## config.mk

```make
export PLATFORM = sky130hd
export DESIGN_NAME = sqrt_bus_initiator
export DESIGN_NICKNAME = d
export VERILOG_FILES = /design/src/rtl/sqrt_periph_pkg.sv /design/src/rtl/bus_access_timer.sv /design/src/rtl/sqrt_bus_initiator.sv
export SDC_FILE = /design/constraint.sdc
export NUM_CORES = 1
export LEC_CHECK = 0
export BUFFER_PORTS_ARGS = -buffer_cell sky130_fd_sc_hd__buf_4
export CAP_MARGIN = 0
export CORE_UTILIZATION = 34
export DETAILED_ROUTE_END_ITERATION = 7
export PLACE_DENSITY = 0.61
export SYNTH_ARGS = -nofsm -noshare
export SYNTH_HDL_FRONTEND = slang
export SYNTH_SLANG_ARGS = --single-unit
```

## constraint.sdc

```tcl
create_clock -name clk -period 3.05 [get_ports clk]
set_input_delay 0.61 -clock clk [delete_from_list [all_inputs] [get_ports clk]]
set_output_delay 0.61 -clock clk [all_outputs]
set_load 0.05 [all_outputs]
```

## src/rtl/sqrt_periph_pkg.sv

```systemverilog
// Shared definitions for the square-root peripheral register map and the
// bus initiator that drives it: register addresses, DONE bit position, the
// INIT start value, the initiator state encoding and small state decoders.
package sqrt_periph_pkg;

    // Register map of the square-root peripheral
    localparam logic [4:0]  REG_A_ADDR      = 5'h04;
    localparam logic [4:0]  REG_INIT_ADDR   = 5'h0C;
    localparam logic [4:0]  REG_RESULT_ADDR = 5'h10;
    localparam logic [4:0]  REG_DONE_ADDR   = 5'h14;

    // DONE register bit that signals a finished computation
    localparam int          DONE_BIT        = 0;

    // Value written to INIT to start a computation
    localparam logic [15:0] INIT_START      = 16'h0001;

    // Width of the shared gap / latency down-counter (covers POLL_GAP up to 255)
    localparam int          TMR_W           = 8;

    // Initiator sequence states
    typedef enum logic [3:0] {
        ST_IDLE      = 4'd0,
        ST_WR_A      = 4'd1,
        ST_GAP_A     = 4'd2,
        ST_WR_INIT   = 4'd3,
        ST_WAIT_POLL = 4'd4,
        ST_POLL      = 4'd5,
        ST_POLL_CAP  = 4'd6,
        ST_GAP_R     = 4'd7,
        ST_RD_RES    = 4'd8,
        ST_RES_CAP   = 4'd9,
        ST_RESP      = 4'd10
    } init_state_e;

    // States whose single cycle is a bus write strobe
    function automatic logic is_write_state(input init_state_e s);
        return (s == ST_WR_A) || (s == ST_WR_INIT);
    endfunction

    // States whose single cycle is a bus read strobe
    function automatic logic is_read_state(input init_state_e s);
        return (s == ST_POLL) || (s == ST_RD_RES);
    endfunction

    // States during which the INIT-to-DONE timeout counter advances
    function automatic logic is_timed_state(input init_state_e s);
        return (s == ST_WR_INIT) || (s == ST_WAIT_POLL) ||
               (s == ST_POLL)    || (s == ST_POLL_CAP);
    endfunction

endpackage

```

## src/rtl/bus_access_timer.sv

```systemverilog
// Shared down-counter used for idle gaps, poll spacing and read latency.
// Loading N on the edge that enters a timed state makes 'expire' high in
// the N-th cycle spent in that state (N >= 1).
module bus_access_timer
    import sqrt_periph_pkg::*;
(
    input  logic             clk,
    input  logic             rst_n,
    input  logic             srst,
    input  logic             load,
    input  logic [TMR_W-1:0] load_val,
    output logic             expire
);

    logic [TMR_W-1:0] cnt_r;

    // Count register: load on state entry, otherwise count down to zero
    always_ff @(posedge clk or negedge rst_n) begin
        if (!rst_n) begin
            cnt_r <= '0;
        end else if (srst) begin
            cnt_r <= '0;
        end else if (load) begin
            cnt_r <= load_val;
        end else if (cnt_r != '0) begin
            cnt_r <= cnt_r - TMR_W'(1);
        end else begin
            cnt_r <= cnt_r;
        end
    end

    assign expire = (cnt_r == TMR_W'(1));

endmodule

```

## src/rtl/sqrt_bus_initiator.sv

```systemverilog
// Bus initiator for the square-root peripheral. Accepts one operand per
// request and runs the register sequence write A, write INIT, poll DONE,
// read RESULT, then presents the result (or a timeout) on the response
// channel. All outputs are registered from the next-state decode so the
// bus strobes line up exactly with the access states.
module sqrt_bus_initiator
    import sqrt_periph_pkg::*;
#(
    parameter logic [4:0] ADDR_A      = REG_A_ADDR,
    parameter logic [4:0] ADDR_INIT   = REG_INIT_ADDR,
    parameter logic [4:0] ADDR_RESULT = REG_RESULT_ADDR,
    parameter logic [4:0] ADDR_DONE   = REG_DONE_ADDR,
    parameter int         GAP         = 1,
    parameter int         POLL_GAP    = 4,
    parameter int         RD_LAT      = 1,
    parameter int         TIMEOUT     = 1024
) (
    input  logic        clk,
    input  logic        reset,
    input  logic        req_valid,
    output logic        req_ready,
    input  logic [15:0] req_operand,
    output logic        resp_valid,
    input  logic        resp_ready,
    output logic [31:0] resp_result,
    output logic        resp_timeout,
    output logic        busy,
    output logic        bus_cs,
    output logic        bus_rd,
    output logic        bus_wr,
    output logic [4:0]  bus_addr,
    output logic [15:0] bus_dout,
    input  logic [31:0] bus_din
);

    localparam int TO_W = $clog2(TIMEOUT + 1);

    init_state_e      state_r;
    init_state_e      next_state_s;
    logic             tmr_load_s;
    logic [TMR_W-1:0] tmr_len_s;
    logic             tmr_expire_s;
    logic             tmr_srst_s;
    logic [TO_W-1:0]  to_cnt_r;
    logic             timed_out_s;
    logic             done_s;
    logic             resp_entry_s;

    assign done_s       = bus_din[DONE_BIT];
    assign timed_out_s  = (to_cnt_r >= TO_W'(TIMEOUT));
    assign tmr_srst_s   = (state_r == ST_IDLE);
    assign resp_entry_s = (next_state_s == ST_RESP) && (state_r != ST_RESP);

    bus_access_timer u_timer (
        .clk      (clk),
        .rst_n    (reset),
        .srst     (tmr_srst_s),
        .load     (tmr_load_s),
        .load_val (tmr_len_s),
        .expire   (tmr_expire_s)
    );

    // State register
    always_ff @(posedge clk or negedge reset) begin
        if (!reset) begin
            state_r <= ST_IDLE;
        end else begin
            state_r <= next_state_s;
        end
    end

    // Next-state decode and gap/latency timer loads on state entry
    always_comb begin
        next_state_s = state_r;
        tmr_load_s   = 1'b0;
        tmr_len_s    = '0;
        case (state_r)
            ST_IDLE: begin
                if (req_valid) begin
                    next_state_s = ST_WR_A;
                end else begin
                    next_state_s = ST_IDLE;
                end
            end
            ST_WR_A: begin
                next_state_s = ST_GAP_A;
                tmr_load_s   = 1'b1;
                tmr_len_s    = TMR_W'(GAP);
            end
            ST_GAP_A: begin
                if (tmr_expire_s) begin
                    next_state_s = ST_WR_INIT;
                end else begin
                    next_state_s = ST_GAP_A;
                end
            end
            ST_WR_INIT: begin
                next_state_s = ST_WAIT_POLL;
                tmr_load_s   = 1'b1;
                tmr_len_s    = TMR_W'(POLL_GAP);
            end
            ST_WAIT_POLL: begin
                if (timed_out_s) begin
                    next_state_s = ST_RESP;
                end else if (tmr_expire_s) begin
                    next_state_s = ST_POLL;
                end else begin
                    next_state_s = ST_WAIT_POLL;
                end
            end
            ST_POLL: begin
                next_state_s = ST_POLL_CAP;
                tmr_load_s   = 1'b1;
                tmr_len_s    = TMR_W'(RD_LAT);
            end
            ST_POLL_CAP: begin
                // done seen on the sample cycle wins over a simultaneous timeout
                if (tmr_expire_s) begin
                    if (done_s) begin
                        next_state_s = ST_GAP_R;
                        tmr_load_s   = 1'b1;
                        tmr_len_s    = TMR_W'(GAP);
                    end else if (timed_out_s) begin
                        next_state_s = ST_RESP;
                    end else begin
                        next_state_s = ST_WAIT_POLL;
                        tmr_load_s   = 1'b1;
                        tmr_len_s    = TMR_W'(POLL_GAP);
                    end
                end else begin
                    next_state_s = ST_POLL_CAP;
                end
            end
            ST_GAP_R: begin
                if (tmr_expire_s) begin
                    next_state_s = ST_RD_RES;
                end else begin
                    next_state_s = ST_GAP_R;
                end
            end
            ST_RD_RES: begin
                next_state_s = ST_RES_CAP;
                tmr_load_s   = 1'b1;
                tmr_len_s    = TMR_W'(RD_LAT);
            end
            ST_RES_CAP: begin
                if (tmr_expire_s) begin
                    next_state_s = ST_RESP;
                end else begin
                    next_state_s = ST_RES_CAP;
                end
            end
            ST_RESP: begin
                if (resp_ready) begin
                    next_state_s = ST_IDLE;
                end else begin
                    next_state_s = ST_RESP;
                end
            end
            default: begin
                next_state_s = ST_IDLE;
            end
        endcase
    end

    // INIT-to-DONE timeout counter: zero in the WR_INIT cycle, saturating
    always_ff @(posedge clk or negedge reset) begin
        if (!reset) begin
            to_cnt_r <= '0;
        end else if ((next_state_s == ST_WR_INIT) && (state_r != ST_WR_INIT)) begin
            to_cnt_r <= '0;
        end else if (is_timed_state(state_r) && (to_cnt_r != '1)) begin
            to_cnt_r <= to_cnt_r + TO_W'(1);
        end else begin
            to_cnt_r <= to_cnt_r;
        end
    end

    // Request/response handshake and busy flags
    always_ff @(posedge clk or negedge reset) begin
        if (!reset) begin
            req_ready  <= 1'b1;
            busy       <= 1'b0;
            resp_valid <= 1'b0;
        end else begin
            req_ready  <= (next_state_s == ST_IDLE);
            busy       <= (next_state_s != ST_IDLE);
            resp_valid <= (next_state_s == ST_RESP);
        end
    end

    // Bus strobes: high only for the single cycle of an access state
    always_ff @(posedge clk or negedge reset) begin
        if (!reset) begin
            bus_cs <= 1'b0;
            bus_rd <= 1'b0;
            bus_wr <= 1'b0;
        end else begin
            bus_cs <= is_write_state(next_state_s) || is_read_state(next_state_s);
            bus_rd <= is_read_state(next_state_s);
            bus_wr <= is_write_state(next_state_s);
        end
    end

    // Bus address and write data; both hold their last value between accesses
    always_ff @(posedge clk or negedge reset) begin
        if (!reset) begin
            bus_addr <= 5'h00;
            bus_dout <= 16'h0000;
        end else begin
            case (next_state_s)
                ST_WR_A: begin
                    bus_addr <= ADDR_A;
                    bus_dout <= req_operand;
                end
                ST_WR_INIT: begin
                    bus_addr <= ADDR_INIT;
                    bus_dout <= INIT_START;
                end
                ST_POLL: begin
                    bus_addr <= ADDR_DONE;
                    bus_dout <= bus_dout;
                end
                ST_RD_RES: begin
                    bus_addr <= ADDR_RESULT;
                    bus_dout <= bus_dout;
                end
                default: begin
                    bus_addr <= bus_addr;
                    bus_dout <= bus_dout;
                end
            endcase
        end
    end

    // Response payload: full RESULT capture, or zero with the timeout flag
    always_ff @(posedge clk or negedge reset) begin
        if (!reset) begin
            resp_result  <= 32'h0000_0000;
            resp_timeout <= 1'b0;
        end else if (resp_entry_s && (state_r == ST_RES_CAP)) begin
            resp_result  <= bus_din;
            resp_timeout <= 1'b0;
        end else if (resp_entry_s) begin
            resp_result  <= 32'h0000_0000;
            resp_timeout <= 1'b1;
        end else begin
            resp_result  <= resp_result;
            resp_timeout <= resp_timeout;
        end
    end

endmodule

```

---- After elaboration in Yosys (flattened, before gate mapping) ----
Index checks and enable logic that the tools add are counted.
Widths: inputs -> output; s select.
operators by class
  $add $sub $neg .......................... 2
  order comparisons ....................... 1
  eq/ne operators ......................... 19
  multiplexer cells ....................... 30
  reductions and logical operators ........ 21
operator list
  cell                   number
  $mux 32                2
  $pmux 4 s11            1
  $pmux 16 s2            1
  $mux 4                 6
  $mux 8                 3
  $mux 11                2
  $eq 4x3->1 const B     5
  $eq 4x4->1 const B     5
  $pmux 5 s4             1
  $eq 4x2->1 const B     3
  $add 11x1->11 const B  1
  $ge 11x11->1 const B   1
  $ne 11x11->1 const B   1
  $mux 3                 3
  $pmux 3 s3             1
  $eq 4x1->1 const B     2
  $eq 8x1->1 const B     1
  $logic_not 4->1        2
  $mux 1                 8
  $reduce_bool 4->1      2
  $reduce_bool 8->1      1
  $sub 8x1->8 const B    1
  $logic_or 1x1->1       6
  $reduce_bool 2->1      3
  8 further kinds        11
word-level totals
  register bits ........................... 83
  logic and storage cells ................. 86

---- Longest topological paths before layout ----
  word-level depth ........................ 9
  depth in mapped cells ................... 10
  mapped depth without buffers ............ 8

---- Cells and area by module ----
Synthesis repeated with hierarchy kept, for this count alone.
unflattened totals
  cells, all modules ...................... 429
  area total of the unflattened synthesis .. 4224.1 µm²
by module, submodules not included
  module              times used  cells each  area an instance (µm²)  seq. area each (µm²)
  sqrt_bus_initiator  1           367         3621.0                  1828.0
  bus_access_timer    1           62          603.1                   200.2

---- Worst setup path before layout ----
OpenSTA, ideal clock, no wires.
  path type ............................... register to register
  from .................................... register u_timer.cnt_r[1]
  to ...................................... register busy
  arrival time ............................ 2.115 ns
  data required time ...................... 2.907 ns
  setup slack ............................. 0.791 ns
  cell stages (with the launch flop) ...... 9
  path buffers ............................ 1
  clock period less this slack ............ 2.259 ns
  path through ............................ dfrtp_1 > inv_1 > ha_1 > nor3b_1 > a311o_1 > o2111a_1 > buf_6 > inv_4 > or4_4
RTL lines
  item                                  RTL line                   RTL
  start: declaration                    bus_access_timer.sv:15     logic [TMR_W-1:0] cnt_r;
  start signal: assignment              bus_access_timer.sv:24     cnt_r <= load_val;
  start signal: assignment              bus_access_timer.sv:26     cnt_r <= cnt_r - TMR_W'(1);
  start signal: assignment              bus_access_timer.sv:28     cnt_r <= cnt_r;
  $eq 8x1->1 *                          bus_access_timer.sv:32     assign expire = (cnt_r == TMR_W'(1));
  $mux 2, or another cell as far along  sqrt_bus_initiator.sv:147  if (tmr_expire_s) begin
  $pmux 4 s11 *                         sqrt_bus_initiator.sv:77   case (state_r)
  net next_state_s[1]                   sqrt_bus_initiator.sv:39   init_state_e next_state_s;
  $reduce_bool 4->1 *                   sqrt_bus_initiator.sv:187  busy <= (next_state_s != ST_IDLE);
  end signal: assignment                sqrt_bus_initiator.sv:187
  end: declaration                      sqrt_bus_initiator.sv:27   output logic busy,
Mark *: on every way through the listed nets, which the timed path passes. The rest lies on a longest branch.
A chain may end at the register's enable or synchronous reset.

---- Worst setup path after layout ----
  from .................................... register u_timer.cnt_r[1]
  to ...................................... register resp_result[30]
between the ends
  longest elaborated chain between the ends .. 8
RTL lines
  item                                          RTL line                                             RTL
  $eq 8x1->1 *                                  bus_access_timer.sv:32
  $mux 1                                        sqrt_bus_initiator.sv:91, sqrt_bus_initiator.sv:105
  $mux 4                                        sqrt_bus_initiator.sv:103                            if (timed_out_s) begin
  $pmux 4 s11 *                                 sqrt_bus_initiator.sv:77
  net next_state_s[0]                           sqrt_bus_initiator.sv:39
  $eq 4x4->1 *                                  sqrt_bus_initiator.sv:52                             assign resp_entry_s = (next_state_s == ST_RESP) && (state_r != ST_RESP);
  $logic_and 1x1->1 *                           sqrt_bus_initiator.sv:52
  $logic_and 1x1->1                             sqrt_bus_initiator.sv:241                            end else if (resp_entry_s && (state_r == ST_RES_CAP)) begin
  $mux 32 or $reduce_bool 2->1 (tied branches)  n/a
  end signal: assignment                        sqrt_bus_initiator.sv:242                            resp_result <= bus_din;
  end signal: assignment                        sqrt_bus_initiator.sv:248                            resp_result <= resp_result;
  end: declaration                              sqrt_bus_initiator.sv:25                             output logic [31:0] resp_result,
Marks and branches as above.

==> impl_table.tex <==
\begin{tabular}{lr}
\hline
Metric & Value \\
\hline
\multicolumn{2}{l}{\textbf{Drt}} \\
Number of violations reported at the end of detailed-routing iteration 0 & between 200 and 300 \\
Average routed wire per standard cell & 14.7 um \\
Routed wire length & approximately 8.6 mm \\
Total DRC errors in the routed layout & 0 \\
ANT nets after route & 0 \\
Detailed-routing iteration count for the pre-antenna-repair pass & 4 \\
Via count normalized by instance count & 5.02 \\
Number of vias after detailed routing & slightly below 3000 \\
\multicolumn{2}{l}{\textbf{Layout}} \\
Final antenna diode count & 0 \\
Synth-to-Final Area Change & 31.1\% \\
Fill cell instance count of the final layout & 1017 \\
Post-layout util & 0.464 \\
Total number of nets in the final design & about 500 \\
Fraction of layout instances using a drive strength above 1 & 0.325 \\
\multicolumn{2}{l}{\textbf{Timing}} \\
Clock period minus worst slack & between 2 and 3 ns \\
Least-Margin Pin Slew & between 1 and 1.5 ns \\
Number of setup violations in the final report & 0 \\
Fmax & $\sim$370 MHz \\
Number of pins exceeding their max-slew limit in the final report & 0 \\
Hold\_ws & 0.423 ns \\
Aggregate negative setup slack & 0 ns \\
Crit share post-route & 0.889 \\
Setup repair after global routing missed its margin & false \\
Clk\_skew & $\sim$0.0084 ns \\
Tightest slew margin relative to the limit & 0.328 \\
Final hold viol count & 0 \\
\multicolumn{2}{l}{\textbf{Synth}} \\
Post-Synthesis Mean Instance Area & roughly 11 sq um \\
Synthesized area & around 3700 sq um \\
Number of synthesized register bits & 81 \\
Synth top area cells & dfrtp\_1 54\%, a22o\_1 7.6\%, nand2\_1 4.6\% \\
Synth top area share & 0.541 \\
Most common cell in the netlist & dfrtp\_1 \\
Fraction of registers with async set or reset after synthesis & 1.00 \\
Unique masters post-synth & between 60 and 70 \\
Mapped Cells & roughly 340 \\
Cell type with the highest aggregate area in the netlist & dfrtp\_1 \\
Most used flip-flop cell after synthesis & dfrtp\_1 \\
Post-synthesis sequential area ratio & 0.548 \\
Yosys warning total & 0 \\
Most instantiated cells after synthesis & 80 x dfrtp\_1, 45 x nand2\_1, 32 x a22o\_1 \\
Number of synthesized flops with an enable pin & 0 \\
\multicolumn{2}{l}{\textbf{Critical path}} \\
Largest stage delay on the critical path & 0.57 ns \\
Crit. Startpoint & u\_timer.cnt\_r[1] \\
Cell family with most CP delay & simple AND/OR/NAND/NOR gates \\
Reg2reg start & u\_timer.cnt\_r[1] \\
Data arrival time of the critical path & 2.99 ns \\
Critical Path End & resp\_result[30] \\
Count of buffering cells on the critical path with inverters included & 1 \\
Type of the setup path with the least slack & flip-flop to flip-flop \\
Crit path launch type & flip-flop \\
Worst Reg-to-Reg Cells & 7 \\
Max Fanout on Critical Path & 33 \\
Critical Path RT & approximately 3.3 ns \\
Highest-delay cell along the critical path & nor3b\_1 \\
Critical path cell sequence & inv\_1, ha\_1, nor3b\_1, nand2\_1, o311ai\_4, nand4b\_4, a22o\_1 \\
Count of cell instances traversed by the critical path & 7 \\
Setup slack, reg-to-reg & about 0.34 ns \\
Type of destination of the critical path & flip-flop \\
Destination of the worst register-to-register timing path & resp\_result[30] \\
\multicolumn{2}{l}{\textbf{CTS}} \\
Post CTS Setup Buffer Count & 0 \\
Number of levels in the clock H-tree & 3 \\
Clock tree buffer depth & 2 \\
Clock tree root driver cell & clkbuf\_8 \\
Clock latency of the later-clocked register in the worst-skew pair & $\sim$0.35 ns \\
Hold\_buf cts & 0 \\
Post-cts repair resize count & 0 \\
TritonCTS clock tree & yes \\
Number of sinks handled by clock tree synthesis & 81 \\
TritonCTS buffer count & 9 \\
Clock slew at the register clock pins of the worst setup and hold paths & $\sim$0.08 ns \\
\multicolumn{2}{l}{\textbf{Floorplanning}} \\
I/O pin count & approximately 110 \\
Die width & between 100 and 150 um \\
Die Footprint & 11300 sq um \\
Number of standard-cell rows in the floorplan & 37 \\
Area of the core & roughly 10000 sq um \\
Die span in y & roughly 110 um \\
Effective utilization at floorplan & 0.354 \\
\multicolumn{2}{l}{\textbf{Power}} \\
Relative contribution of the clock network to total power & 0.198 \\
Power density of the placed cells & between 800 and 900 nW/um\^{}2 \\
Internal portion of total power & around 2500 uW \\
Maximum vdd ir drop & slightly above 0.5 mV \\
Leakage power of the design & roughly 0.0025 uW \\
Fraction of power spent switching nets & 0.430 \\
Comb pwr share & 0.445 \\
Sequential share of power & 0.356 \\
Reported net switching power & about 1900 uW \\
\multicolumn{2}{l}{\textbf{Global route}} \\
Global-route usage over all layers & 0.158 \\
Via count of the first global-routing pass & 2790 \\
Antenna violations before repair & 0 \\
Congestion Overflow GR & 0 \\
Wire length of the first global-routing pass & 14.1 mm \\
Pin count of the biggest net entering global routing & a little over 80 \\
\multicolumn{2}{l}{\textbf{Worst hold path}} \\
Min-Delay Path Class & input port to asynchronous set/reset pin \\
\multicolumn{2}{l}{\textbf{Run status}} \\
Result of the run & finished clean \\
\multicolumn{2}{l}{\textbf{Run}} \\
Reported max-cap violation count & 0 \\
\multicolumn{2}{l}{\textbf{Placement}} \\
Final HPWL from detailed placement & approximately 6 mm \\
Gp weighted congestion & roughly 0.78 \\
Number of buffers inserted by port buffering & 109 \\
\hline
\end{tabular}
[cell usage in the layout (no fill, tap or decap), drive strengths merged, types with 4 or more instances in the layout]
master	instances
inv	10
a22o	32
clkbuf	11
o21ai	5
a21oi	8
nand3	27
nand2	45
nand4	7
nor3	6
xor2	10
xnor2	4
and2	4
and3	4
ha	5
dfrtp	80
buf	113
nor2	21
nor3b	4
[power groups by stage]
stage | Sequential [uW] | Clock (uW) | Combinational (uW)
2_1_floorplan | 1930 | 0 | 1050
3_3_place_gp | 1560 | 0 | 1930
3_5_place_dp | 1570 | 0 | 1960
4_1_cts | 1550 | 885 | 1960
5_1_grt | 1590 | 927 | 2140
6_report | 1550 | 862 | 1940
[registers in the layout, indices dropped and copies added (netlist names)]
| signal | count |
|---|---|
| bus_rd | 1 |
| resp_timeout | 1 |
| to_cnt_r | 11 |
| bus_dout | 16 |
| req_ready | 1 |
| state_r | 4 |
| bus_addr | 3 |
| u_timer.cnt_r | 8 |
| bus_wr | 1 |
| bus_cs | 1 |
| busy | 1 |
| resp_result | 32 |
| resp_valid | 1 |
[per-stage QoR]
step,area [sq um],instances,total power [uW],worst slack [ns]
after floorplan,3710,344,2980,0.791
after global placement,4640,572,3490,0.502
after detailed placement,4640,572,3520,0.427
after CTS,4860,588,4390,0.359
after global routing,4860,588,4650,0.146
final,4860,588,4350,0.339
[worst min path at each step]
stage                     slack, ns              end  cells after the start
after global routing           0.46  resp_result[19]                      2
after global placement         0.45      bus_dout[5]                      2
after floorplan                0.31      bus_addr[2]                      0
after detailed placement       0.46      bus_dout[9]                      2
final                          0.42  resp_result[18]                      1
after CTS                      0.46  resp_result[18]                      1
[cells by family (layout without fill, tap and decap cells)]
logic type      after synthesis  after routing  synth area share
xor+xnor                     14             14            0.0331
fa+ha+maj                     5              5            0.0169
simple gates                142            142             0.211
other cells                   1              2           0.00101
compound gates               69             69             0.152
flops                        81             81             0.548
buf+inv                      31            139            0.0382
[cell type report]
| type | instances | area [sq um] | area share |
|---|---|---|---|
| multi-input cells | 232 | 1550 | 0.319 |
| flip-flops and latches | 81 | 2030 | 0.418 |
| clock buffers | 11 | 141 | 0.0291 |
| well taps | 136 | 170 | 0.0350 |
| inverters | 10 | 40.0 | 0.00824 |
| clock inverters | 5 | 78.8 | 0.0162 |
| repair buffers | 113 | 848 | 0.175 |
[routing by layer]
layer  GRT usage  share of wire  vias up
met1       0.215           0.47     1430
met3      0.0441          0.048        7
met4      0.0417         0.0079        0
met2       0.249           0.48       80
li1            -              -     1432
met5           0              0        -
No activity file was read; power rests on OpenSTA's default activity.
